**src/rtl/mac_array_pkg.sv**
```systemverilog
// Shared types and constants for the MAC tile array phase sequencer.
package mac_array_pkg;

  typedef enum logic [2:0] {
    ST_IDLE  = 3'd0,
    ST_KLOAD = 3'd1,
    ST_KGAP  = 3'd2,
    ST_EXEC  = 3'd3,
    ST_DRAIN = 3'd4,
    ST_DONE  = 3'd5
  } state_t;

  localparam logic [1:0] INST_IDLE  = 2'b00;
  localparam logic [1:0] INST_KLOAD = 2'b01;
  localparam logic [1:0] INST_EXEC  = 2'b10;

  localparam logic MODE_WS = 1'b0;
  localparam logic MODE_OS = 1'b1;

  function automatic int max_int(input int a, input int b);
    return (a > b) ? a : b;
  endfunction

  // West-edge instruction carried by a state when its beat is issued.
  function automatic logic [1:0] phase_inst(input state_t s);
    logic [1:0] inst;
    case (s)
      ST_KLOAD: inst = INST_KLOAD;
      ST_EXEC:  inst = INST_EXEC;
      default:  inst = INST_IDLE;
    endcase
    return inst;
  endfunction

endpackage

```
**src/rtl/mac_array_ctrl_if.sv**
```systemverilog
// Job request, L0 FIFO and array-edge signals of the MAC array sequencer.
interface mac_array_ctrl_if #(
  parameter int len_bw = 8
);

  logic              start;
  logic              mode;
  logic [len_bw-1:0] exec_len;
  logic              l0_empty;
  logic              l0_rd;
  logic [1:0]        inst_w;
  logic              mode_select;
  logic              busy;
  logic              done;

  modport master (
    output start, mode, exec_len, l0_empty,
    input  l0_rd, inst_w, mode_select, busy, done
  );

  modport slave (
    input  start, mode, exec_len, l0_empty,
    output l0_rd, inst_w, mode_select, busy, done
  );

endinterface

```
**src/rtl/mac_array_ctrl_phase_cnt.sv**
```systemverilog
// Loadable down-counter shared by every sequencer phase; saturates at zero.
module phase_cnt #(
  parameter int cnt_w = 8
) (
  input  logic             clk,
  input  logic             rst_n,
  input  logic             load,
  input  logic [cnt_w-1:0] load_val,
  input  logic             hold,
  output logic             zero,
  output logic             last
);

  localparam logic [cnt_w-1:0] ONE = cnt_w'(1);

  logic [cnt_w-1:0] cnt_r;

  // Reload on phase entry, otherwise count down unless stalled or empty.
  always_ff @(posedge clk or negedge rst_n) begin
    if (!rst_n) begin
      cnt_r <= '0;
    end else if (load) begin
      cnt_r <= load_val;
    end else if (!hold && (cnt_r != '0)) begin
      cnt_r <= cnt_r - ONE;
    end else begin
      cnt_r <= cnt_r;
    end
  end

  assign zero = (cnt_r == '0);
  assign last = (cnt_r == ONE);

endmodule

```
**src/rtl/mac_array_ctrl.sv**
```systemverilog
// Phase sequencer for the 2D MAC tile array: kernel load, settle, execute, drain.
module mac_array_ctrl
  import mac_array_pkg::*;
#(
  parameter int row    = 8,
  parameter int col    = 8,
  parameter int len_bw = 8
) (
  input  logic             clk,
  input  logic             reset,
  mac_array_ctrl_if.slave  bus
);

  localparam int CNT_W = max_int(len_bw, $clog2(row + col + 1));
  localparam logic [CNT_W-1:0] KLOAD_LEN = CNT_W'(col);
  localparam logic [CNT_W-1:0] DRAIN_LEN = CNT_W'(row + col);

  state_t            state_r;
  state_t            next_state_s;
  logic [len_bw-1:0] exec_len_r;
  logic              mode_select_r;
  logic              busy_r;
  logic              done_r;
  logic [1:0]        phase_r;
  logic              issue_s;
  logic              cnt_load_s;
  logic              cnt_hold_s;
  logic              cnt_zero_s;
  logic              cnt_last_s;
  logic [CNT_W-1:0]  cnt_val_s;
  logic [CNT_W-1:0]  exec_val_s;

  // A beat goes out only when the registered phase wants one and L0 has data.
  assign issue_s    = (phase_r != INST_IDLE) && !bus.l0_empty;
  assign exec_val_s = (state_r == ST_IDLE) ? CNT_W'(bus.exec_len) : CNT_W'(exec_len_r);

  // Next-state selection and counter stall control.
  always_comb begin
    next_state_s = state_r;
    cnt_hold_s   = 1'b1;
    case (state_r)
      ST_IDLE: begin
        if (bus.start) begin
          if (bus.mode == MODE_OS) begin
            if (bus.exec_len == '0) begin
              next_state_s = ST_DRAIN;
            end else begin
              next_state_s = ST_EXEC;
            end
          end else begin
            next_state_s = ST_KLOAD;
          end
        end else begin
          next_state_s = ST_IDLE;
        end
      end
      ST_KLOAD: begin
        cnt_hold_s = !issue_s;
        if ((issue_s && cnt_last_s) || cnt_zero_s) begin
          next_state_s = ST_KGAP;
        end else begin
          next_state_s = ST_KLOAD;
        end
      end
      ST_KGAP: begin
        cnt_hold_s = 1'b0;
        if (cnt_last_s || cnt_zero_s) begin
          if (exec_len_r == '0) begin
            next_state_s = ST_DRAIN;
          end else begin
            next_state_s = ST_EXEC;
          end
        end else begin
          next_state_s = ST_KGAP;
        end
      end
      ST_EXEC: begin
        cnt_hold_s = !issue_s;
        if ((issue_s && cnt_last_s) || cnt_zero_s) begin
          next_state_s = ST_DRAIN;
        end else begin
          next_state_s = ST_EXEC;
        end
      end
      ST_DRAIN: begin
        cnt_hold_s = 1'b0;
        if (cnt_last_s || cnt_zero_s) begin
          next_state_s = ST_DONE;
        end else begin
          next_state_s = ST_DRAIN;
        end
      end
      ST_DONE: begin
        next_state_s = ST_IDLE;
      end
      default: begin
        next_state_s = ST_IDLE;
      end
    endcase
  end

  // Phase length loaded into the shared counter on every state change.
  always_comb begin
    cnt_val_s  = '0;
    cnt_load_s = (next_state_s != state_r);
    case (next_state_s)
      ST_KLOAD: cnt_val_s = KLOAD_LEN;
      ST_KGAP:  cnt_val_s = KLOAD_LEN;
      ST_EXEC:  cnt_val_s = exec_val_s;
      ST_DRAIN: cnt_val_s = DRAIN_LEN;
      default:  cnt_val_s = '0;
    endcase
  end

  // State and Moore output registers; job parameters latch only on an accepted start.
  always_ff @(posedge clk or negedge reset) begin
    if (!reset) begin
      state_r       <= ST_IDLE;
      exec_len_r    <= '0;
      mode_select_r <= 1'b0;
      busy_r        <= 1'b0;
      done_r        <= 1'b0;
      phase_r       <= INST_IDLE;
    end else begin
      state_r <= next_state_s;
      busy_r  <= (next_state_s != ST_IDLE);
      done_r  <= (next_state_s == ST_DONE);
      phase_r <= phase_inst(next_state_s);
      if ((state_r == ST_IDLE) && bus.start) begin
        exec_len_r    <= bus.exec_len;
        mode_select_r <= bus.mode;
      end else begin
        exec_len_r    <= exec_len_r;
        mode_select_r <= mode_select_r;
      end
    end
  end

  phase_cnt #(
    .cnt_w (CNT_W)
  ) u_phase_cnt (
    .clk      (clk),
    .rst_n    (reset),
    .load     (cnt_load_s),
    .load_val (cnt_val_s),
    .hold     (cnt_hold_s),
    .zero     (cnt_zero_s),
    .last     (cnt_last_s)
  );

  assign bus.inst_w      = issue_s ? phase_r : INST_IDLE;
  assign bus.l0_rd       = issue_s;
  assign bus.mode_select = mode_select_r;
  assign bus.busy        = busy_r;
  assign bus.done        = done_r;

endmodule

```
**src/flat_wrapper.sv**
```systemverilog
// flat-port wrapper written by rule: the top's interface ports become plain ports
module mac_array_ctrl_flat import mac_array_pkg::*;
#(
  parameter int row    = 8,
  parameter int col    = 8,
  parameter int len_bw = 8
)
  (clk, reset, bus_start, bus_mode, bus_exec_len, bus_l0_empty, bus_l0_rd, bus_inst_w, bus_mode_select, bus_busy, bus_done);
  mac_array_ctrl_if #(.len_bw(len_bw)) bus_i ();
  input  logic clk;
  input  logic reset;
  input wire logic [$bits(bus_i.start)-1:0] bus_start;
  input wire logic [$bits(bus_i.mode)-1:0] bus_mode;
  input wire logic [$bits(bus_i.exec_len)-1:0] bus_exec_len;
  input wire logic [$bits(bus_i.l0_empty)-1:0] bus_l0_empty;
  output wire logic [$bits(bus_i.l0_rd)-1:0] bus_l0_rd;
  output wire logic [$bits(bus_i.inst_w)-1:0] bus_inst_w;
  output wire logic [$bits(bus_i.mode_select)-1:0] bus_mode_select;
  output wire logic [$bits(bus_i.busy)-1:0] bus_busy;
  output wire logic [$bits(bus_i.done)-1:0] bus_done;
  assign bus_i.start = bus_start;
  assign bus_i.mode = bus_mode;
  assign bus_i.exec_len = bus_exec_len;
  assign bus_i.l0_empty = bus_l0_empty;
  assign bus_l0_rd = bus_i.l0_rd;
  assign bus_inst_w = bus_i.inst_w;
  assign bus_mode_select = bus_i.mode_select;
  assign bus_busy = bus_i.busy;
  assign bus_done = bus_i.done;
  mac_array_ctrl #(.row(row), .col(col), .len_bw(len_bw)) u_core (.clk(clk), .reset(reset), .bus(bus_i));
endmodule
```
**config.mk**
```make
export PLATFORM = sky130hd
export DESIGN_NAME = mac_array_ctrl_flat
export DESIGN_NICKNAME = d
export VERILOG_FILES = /design/src/rtl/mac_array_pkg.sv /design/src/rtl/mac_array_ctrl_if.sv /design/src/rtl/mac_array_ctrl_phase_cnt.sv /design/src/rtl/mac_array_ctrl.sv /design/src/flat_wrapper.sv
export SDC_FILE = /design/constraint.sdc
export NUM_CORES = 1
export LEC_CHECK = 0
export BUFFER_PORTS_ARGS = -buffer_cell sky130_fd_sc_hd__buf_2
export CORE_ASPECT_RATIO = 1.1
export CORE_MARGIN = 4
export CORE_UTILIZATION = 50
export CTS_BUF_LIST = sky130_fd_sc_hd__clkbuf_4 sky130_fd_sc_hd__clkbuf_8 sky130_fd_sc_hd__clkbuf_16
export DETAILED_ROUTE_END_ITERATION = 7
export PLACE_DENSITY = 0.7
export SLEW_MARGIN = 30
export SYNTH_ARGS = -nofsm -noshare
export SYNTH_HDL_FRONTEND = slang
export SYNTH_SLANG_ARGS = --single-unit
```
**constraint.sdc**
```tcl
create_clock -name clk -period 3.7 [get_ports clk]
set_clock_uncertainty 0.1 [all_clocks]
set_input_delay 1.11 -clock clk [delete_from_list [all_inputs] [get_ports clk]]
set_output_delay 1.11 -clock clk [all_outputs]
set_load 0.01 [all_outputs]
```
==> results of run 1 <==
per-stage QoR:
step	power (mW)	instances	instance area, µm²	util [%]	hold WS (ps)
4_1_cts	1.49	195	1610	57.8	396
3_5_place_dp	1.37	192	1580	57.0	365
2_1_floorplan	1.17	144	1460	-	398
5_1_grt	1.62	195	1610	57.8	438
6_report	1.48	195	1610	57.8	389
3_3_place_gp	1.34	192	1580	57.0	355
worst paths after layout:
check	startpoint	endpoint	cells past startpoint
setup / recovery	bus_l0_empty	bus_l0_rd	3
setup reg to reg	u_core.u_phase_cnt.cnt_r[0]$_DFFE_PN0P_	u_core.u_phase_cnt.cnt_r[3]$_DFFE_PN0P_	8
hold reg to reg	u_core.bus.mode_select$_DFFE_PN0P_	u_core.bus.mode_select$_DFFE_PN0P_	2
hold / removal	u_core.bus.mode_select$_DFFE_PN0P_	u_core.bus.mode_select$_DFFE_PN0P_	2
max in group asynchronous	reset	u_core.exec_len_r[3]$_DFFE_PN0P_	1
min in group asynchronous	reset	u_core.bus.done$_DFF_PN0_	1
power by group:
part           internal, mW  switching, mW
registers             0.381          0.116
logic                 0.386          0.483
clock network        0.0381         0.0758
state kept, by name, indices dropped and copies added (netlist names):
register,cells
u_core.phase_r,2
u_core.u_phase_cnt.cnt_r,8
u_core.bus.done,1
u_core.exec_len_r,8
u_core.bus.busy,1
u_core.bus.mode_select,1
u_core.state_r,3
routing by layer:
| layer | vias up | share of wire (%) | track usage [%] | wire [µm] |
|---|---|---|---|---|
| li1 | 568 | - | - | - |
| met5 | - | 0 | 0 | 0 |
| met3 | 8 | 2.8 | 2.59 | 87 |
| met4 | 0 | 1.5 | 6.37 | 46 |
| met2 | 20 | 52 | 31.7 | 1620 |
| met1 | 570 | 44 | 22.1 | 1370 |
cell usage after synthesis, types with 2 or more instances:
cell type and instances:
nor4_1 2, nor3_1 2, a21oi_1 7, nand2_1 15, mux2_2 14, nor2b_1 3, xor2_1 5, or4_1 2
a31oi_1 2, buf_2 3, nor2_1 9, mux2i_1 3, inv_1 5, xnor2_1 2, a21o_1 2, o22ai_1 5
nand3_1 3, a31o_2 2, dfrtp_1 24, and3_1 2, ha_1 3
critical path, stage by stage:
cell and delay, ps:
buf_2 110, o21ba_2 260, buf_2 130
area by class of cell:
| cell class | instances | area (µm²) | area share (%) |
|---|---|---|---|
| multi-input cells | 110 | 821 | 51.1 |
| well taps | 33 | 41.3 | 2.57 |
| inverters | 6 | 22.5 | 1.40 |
| repair buffers | 19 | 97.6 | 6.08 |
| flip-flops and latches | 24 | 601 | 37.4 |
| clock buffers | 3 | 22.5 | 1.40 |
kinds of logic after synthesis:
family | Yosys count | synth area share, %
mux | 17 | 12.8
flops | 24 | 41.1
simple gates | 51 | 20.1
buf+inv | 10 | 2.82
compound gates | 32 | 16.4
fa+ha+maj | 3 | 2.57
xor+xnor | 7 | 4.19
==> metrics, run 1 <==
crit start category=primary input; largest net degree at the start of global routing=25; Setup CP Type=in2out; period utilization=76.2%; synthesized cell area=0.00146 mm²; clock root buffer=clkbuf_4; drt first pass iters=4; total negative slack=0 ps; Num CTS Buffers=3; worst-margin pin slew=708 ps; Syn. warnings=0; H-Tree Depth=1; type of the worst min-delay path=reg2reg; filler cell count=243; Max Fclk=0.355 GHz; most frequent cells in the layout=24 x dfrtp_1, 18 x buf_2, 15 x nand2_1; clock sink total=24; Reg clk slew, reported paths=120 ps; Arrival @ worst endpoint=1610 ps; FFs w/ async S/R, synth=100%; CP Capture Type=primary output; prevailing post-synth register cell=dfrtp_1; cell count after synthesis=144; Via Count=1166; DRT Wirelength=3.12 mm; commonest non-fill, non-tap cell in the layout=dfrtp_1; critical path required time=2490 ps; power per cell area=923 mW/mm²; Period minus WS final=2820 ps; DP HPWL=2.40 mm; share of layout cells above drive strength 1=31.5%; Rel. slew slack=52.3%; Worst-Skew Late Latency=310 ps; Hold Buf Count CTS=0; Post-Syn Nets=160; Post-synth EDFFs=0; Ports=19; die height=64.7 µm; MaxCap Viol Count=0; maximum VDD drop=0.487 mV; DRC violations left=0; Seq/Total Area, Yosys=41.1%; post-place setup slack=674 ps; status=completed; Worst R2R Setup Slack=1030 ps; Mean Syn Cell Area=10.2 µm²; Max FO, Critical Path=4; setup violators final=0; global-route wire length before repair=5.33 mm; Starting Density=52.7%; Area contributors post-synth=dfrtp_1 41%, mux2_2 11%, nand2_1 3.8%, xor2_1 3.0%, ha_1 2.6%; GRT Resource Usage Total=18.1%; count of different cell masters after synthesis=50; core area=0.00278 mm²; total global routing overflow=0; area grow syn2layout=9.75%; Resize count post-CTS=0; count of input and output buffers=18; DRT iter0 DRCs=29; final hold vios=0; FF+latch count, synth=24; CTS tree=built; routed vias/inst=5.98; DIE AREA=0.00386 mm²; row cnt=20; antenna viol nets, final=0; Slew Viols, Final=0; Die Wd=59.6 µm; setup ws final=879 ps; routed len/inst=16.0 µm; top-area cell type share of the netlist area=41.1%; Routability Congestion=0.797; largest area contributor in the netlist=dfrtp_1; Post-CTS Setup Inserts=0; nets=180; Inserted Diodes=0; RSZ-0062 raised after global routing=false; vias in the first global route=1195; initial antenna violation count=0; CTS Buffer Depth=2; static leakage=0.718 nW
(Power assumes the default switching activity.)
==> run 2, diff against run 1 <==
Settings changed: ABC_AREA from default to 1, PLACE_DENSITY 0.7 to 0.69.
Clock period 3.7 ns to 2.9 ns, I/O delays scaled along.
==> metrics, run 2 <==
Synth top cells by count=60 x nand2_1, 26 x inv_1, 24 x dfrtp_1, 24 x nor2_1, 18 x nand3_1; Routability Congestion=0.919; cell count after placement=281; count of input and output buffers=18; Max FO, Critical Path=4; CP Capture Type=primary output; Largest stage delay, worst path=200 ps; status=completed; Die Wd=63.2 µm; RSZ-0062 raised after global routing=false; Worst-Skew Late Latency=310 ps; nets=268; Setup CP Type=in2out; Starting Density=53.7%; worst-margin pin slew=530 ps; vias in the first global route=1383; Clk pwr share=7.7%; setup ws final=539 ps; maximum VDD drop=0.511 mV; cell mode on critical path=buf_2; routed len/inst=12.0 µm; R2R depth=16; DP HPWL=2.73 mm; Synth Area in Simple Gates=42.2%; multi-input logic area=940 µm²; largest net degree at the start of global routing=25; total global routing overflow=0; Slew Viols, Final=0; routed vias/inst=5.12; Post-Synth Adder-Cell Area=2.24%; Layout Cells excl Fill=284; Inserted Diodes=0; most frequent cells in the layout=60 x nand2_1, 26 x inv_1, 24 x nor2_1, 24 x dfrtp_1; Area contributors post-synth=dfrtp_1 36%, nand2_1 13%, inv_1 5.8%, nand3_1 5.4%, nor2_1 5.4%; prevailing post-synth register cell=dfrtp_1; share of layout cells above drive strength 1=19.6%; CTS tree=built; clock root buffer=clkbuf_4; Post-synth EDFFs=0; antenna viol nets, final=0; mux contribution to synthesized area=0%; post-place setup slack=433 ps; synthesized cell area=0.00168 mm²; Via Count=1455; CTS Buffer Depth=2; Largest regs=u_core.exec_len_r (8), u_core.u_phase_cnt.cnt_r (8), u_core.state_r (3); sequential power share=32.8%; setup violators final=0; Period minus WS final=2360 ps; largest family of logic cells by synthesized area=simple AND/OR/NAND/NOR gates; row cnt=21; critical path required time=1930 ps; area grow syn2layout=8.28%; Worst R2R Setup Slack=690 ps; Post-CTS Setup Inserts=0; Syn. warnings=0; crit start category=primary input; cell with the most instances after synthesis=nand2_1; highest-delay cell along the critical path=o21bai_1; period utilization=81.4%; count of different cell masters after synthesis=29; DRT iter0 DRCs=70; total negative slack=0 ps; Arrival @ worst endpoint=1390 ps; MaxCap Viol Count=0; Synth Area in Compound Gates=8.95%; filler cell count=330; clock sink total=24; die height=68.8 µm; worst hold stages=2; FF+latch count, synth=24; top-area cell type share of the netlist area=35.8%; Rel. slew slack=64.7%; DRT Wirelength=3.40 mm; Hold Buf Count CTS=0; Mean Syn Cell Area=7.23 µm²; initial antenna violation count=0; cell count after synthesis=232; Resize count post-CTS=0; Seq/Total Area, Yosys=35.8%; final hold vios=0; DIE AREA=0.00435 mm²; GRT Resource Usage Total=17.6%; Reg clk slew, reported paths=120 ps; Net Sw Power=0.951 mW; largest area contributor in the netlist=dfrtp_1; Combinational Power Share=59.5%; static leakage=0.951 nW; xor and xnor fraction of the mapped netlist area=2.61%; Post-Syn Nets=248; sw frac=50.6%; DRC violations left=0; commonest non-fill, non-tap cell in the layout=nand2_1; H-Tree Depth=1; Num CTS Buffers=3; global-route wire length before repair=6.04 mm; power per cell area=1030 mW/mm²; Seq. cell area=601 µm²; Max Fclk=0.423 GHz; core area=0.00313 mm²; cells along the critical path=buf_2 > o21bai_1 > nor2_1 > buf_2; drt first pass iters=4; type of the worst min-delay path=reg2reg; Ports=19; Pint=0.929 mW; hold_ws=385 ps; FFs w/ async S/R, synth=100%
[run 2: cell count changes in the layout (fill, tap and decap cells not counted), sizes merged, moves of 14 or more]
cell,before,now
nand2,17,72
o21ai,1,21
nor2,9,29
nand3,3,20
mux2,14,0
inv,6,29
[run 2: final cells by class]
class	instances	share of cell area [%]
multi-input cells	174	51.7
repair buffers	19	5.37
inverters	30	6.27
well taps	34	2.34
clock buffers	3	1.24
flip-flops and latches	24	33.1
[run 2: stage by stage]
| step | cell area, µm² | power, mW | util [%] |
|---|---|---|---|
| after global placement | 1790 | 1.73 | 57.4 |
| after detailed placement | 1790 | 1.75 | 57.4 |
| after floorplan | 1680 | 1.53 | - |
| after CTS | 1820 | 1.90 | 58.1 |
| after global routing | 1820 | 2.10 | 58.1 |
| final | 1820 | 1.88 | 58.1 |
[run 2: kinds of logic after synthesis]
| family | after synthesis |
|---|---|
| AND/OR/NAND/NOR | 139 |
| buffers and inverters | 34 |
| AO/OA/AOI/OAI | 27 |
| flip-flops | 24 |
| XOR/XNOR | 5 |
| adder cells (fa/ha/maj) | 3 |
[run 2: power by group through the flow]
stage / registers (mW) / clock network [mW] / logic [mW]
detailed placement: 0.624 / 0 / 1.13
global route: 0.644 / 0.164 / 1.29
finish: 0.617 / 0.144 / 1.12
CTS: 0.619 / 0.151 / 1.13
global placement: 0.622 / 0 / 1.11
floorplan: 0.599 / 0 / 0.928
[run 2: final timing paths]
path | start | endpoint
min | u_core.bus.mode_select$_DFFE_PN0P_ | u_core.bus.mode_select$_DFFE_PN0P_
min reg2reg | u_core.bus.mode_select$_DFFE_PN0P_ | u_core.bus.mode_select$_DFFE_PN0P_
max in group asynchronous | reset | u_core.bus.mode_select$_DFFE_PN0P_
max | bus_l0_empty | bus_inst_w[1]
min in group asynchronous | reset | u_core.exec_len_r[6]$_DFFE_PN0P_
max reg2reg | u_core.u_phase_cnt.cnt_r[0]$_DFFE_PN0P_ | u_core.u_phase_cnt.cnt_r[7]$_DFFE_PN0P_
[run 2: per-layer routing]
layer	vias up	part of all wire (%)	GRT usage (%)
met5	-	0	0
met4	0	1.7	6.47
met3	6	3.2	2.11
met2	26	49	30.4
met1	638	46	23.1
li1	785	-	-
[run 2: worst max-delay path, delay by kind of cell]
family	cells	cell delay, ps
AO/OA/AOI/OAI	1	200
AND/OR/NAND/NOR	1	100
buffers and inverters	2	220
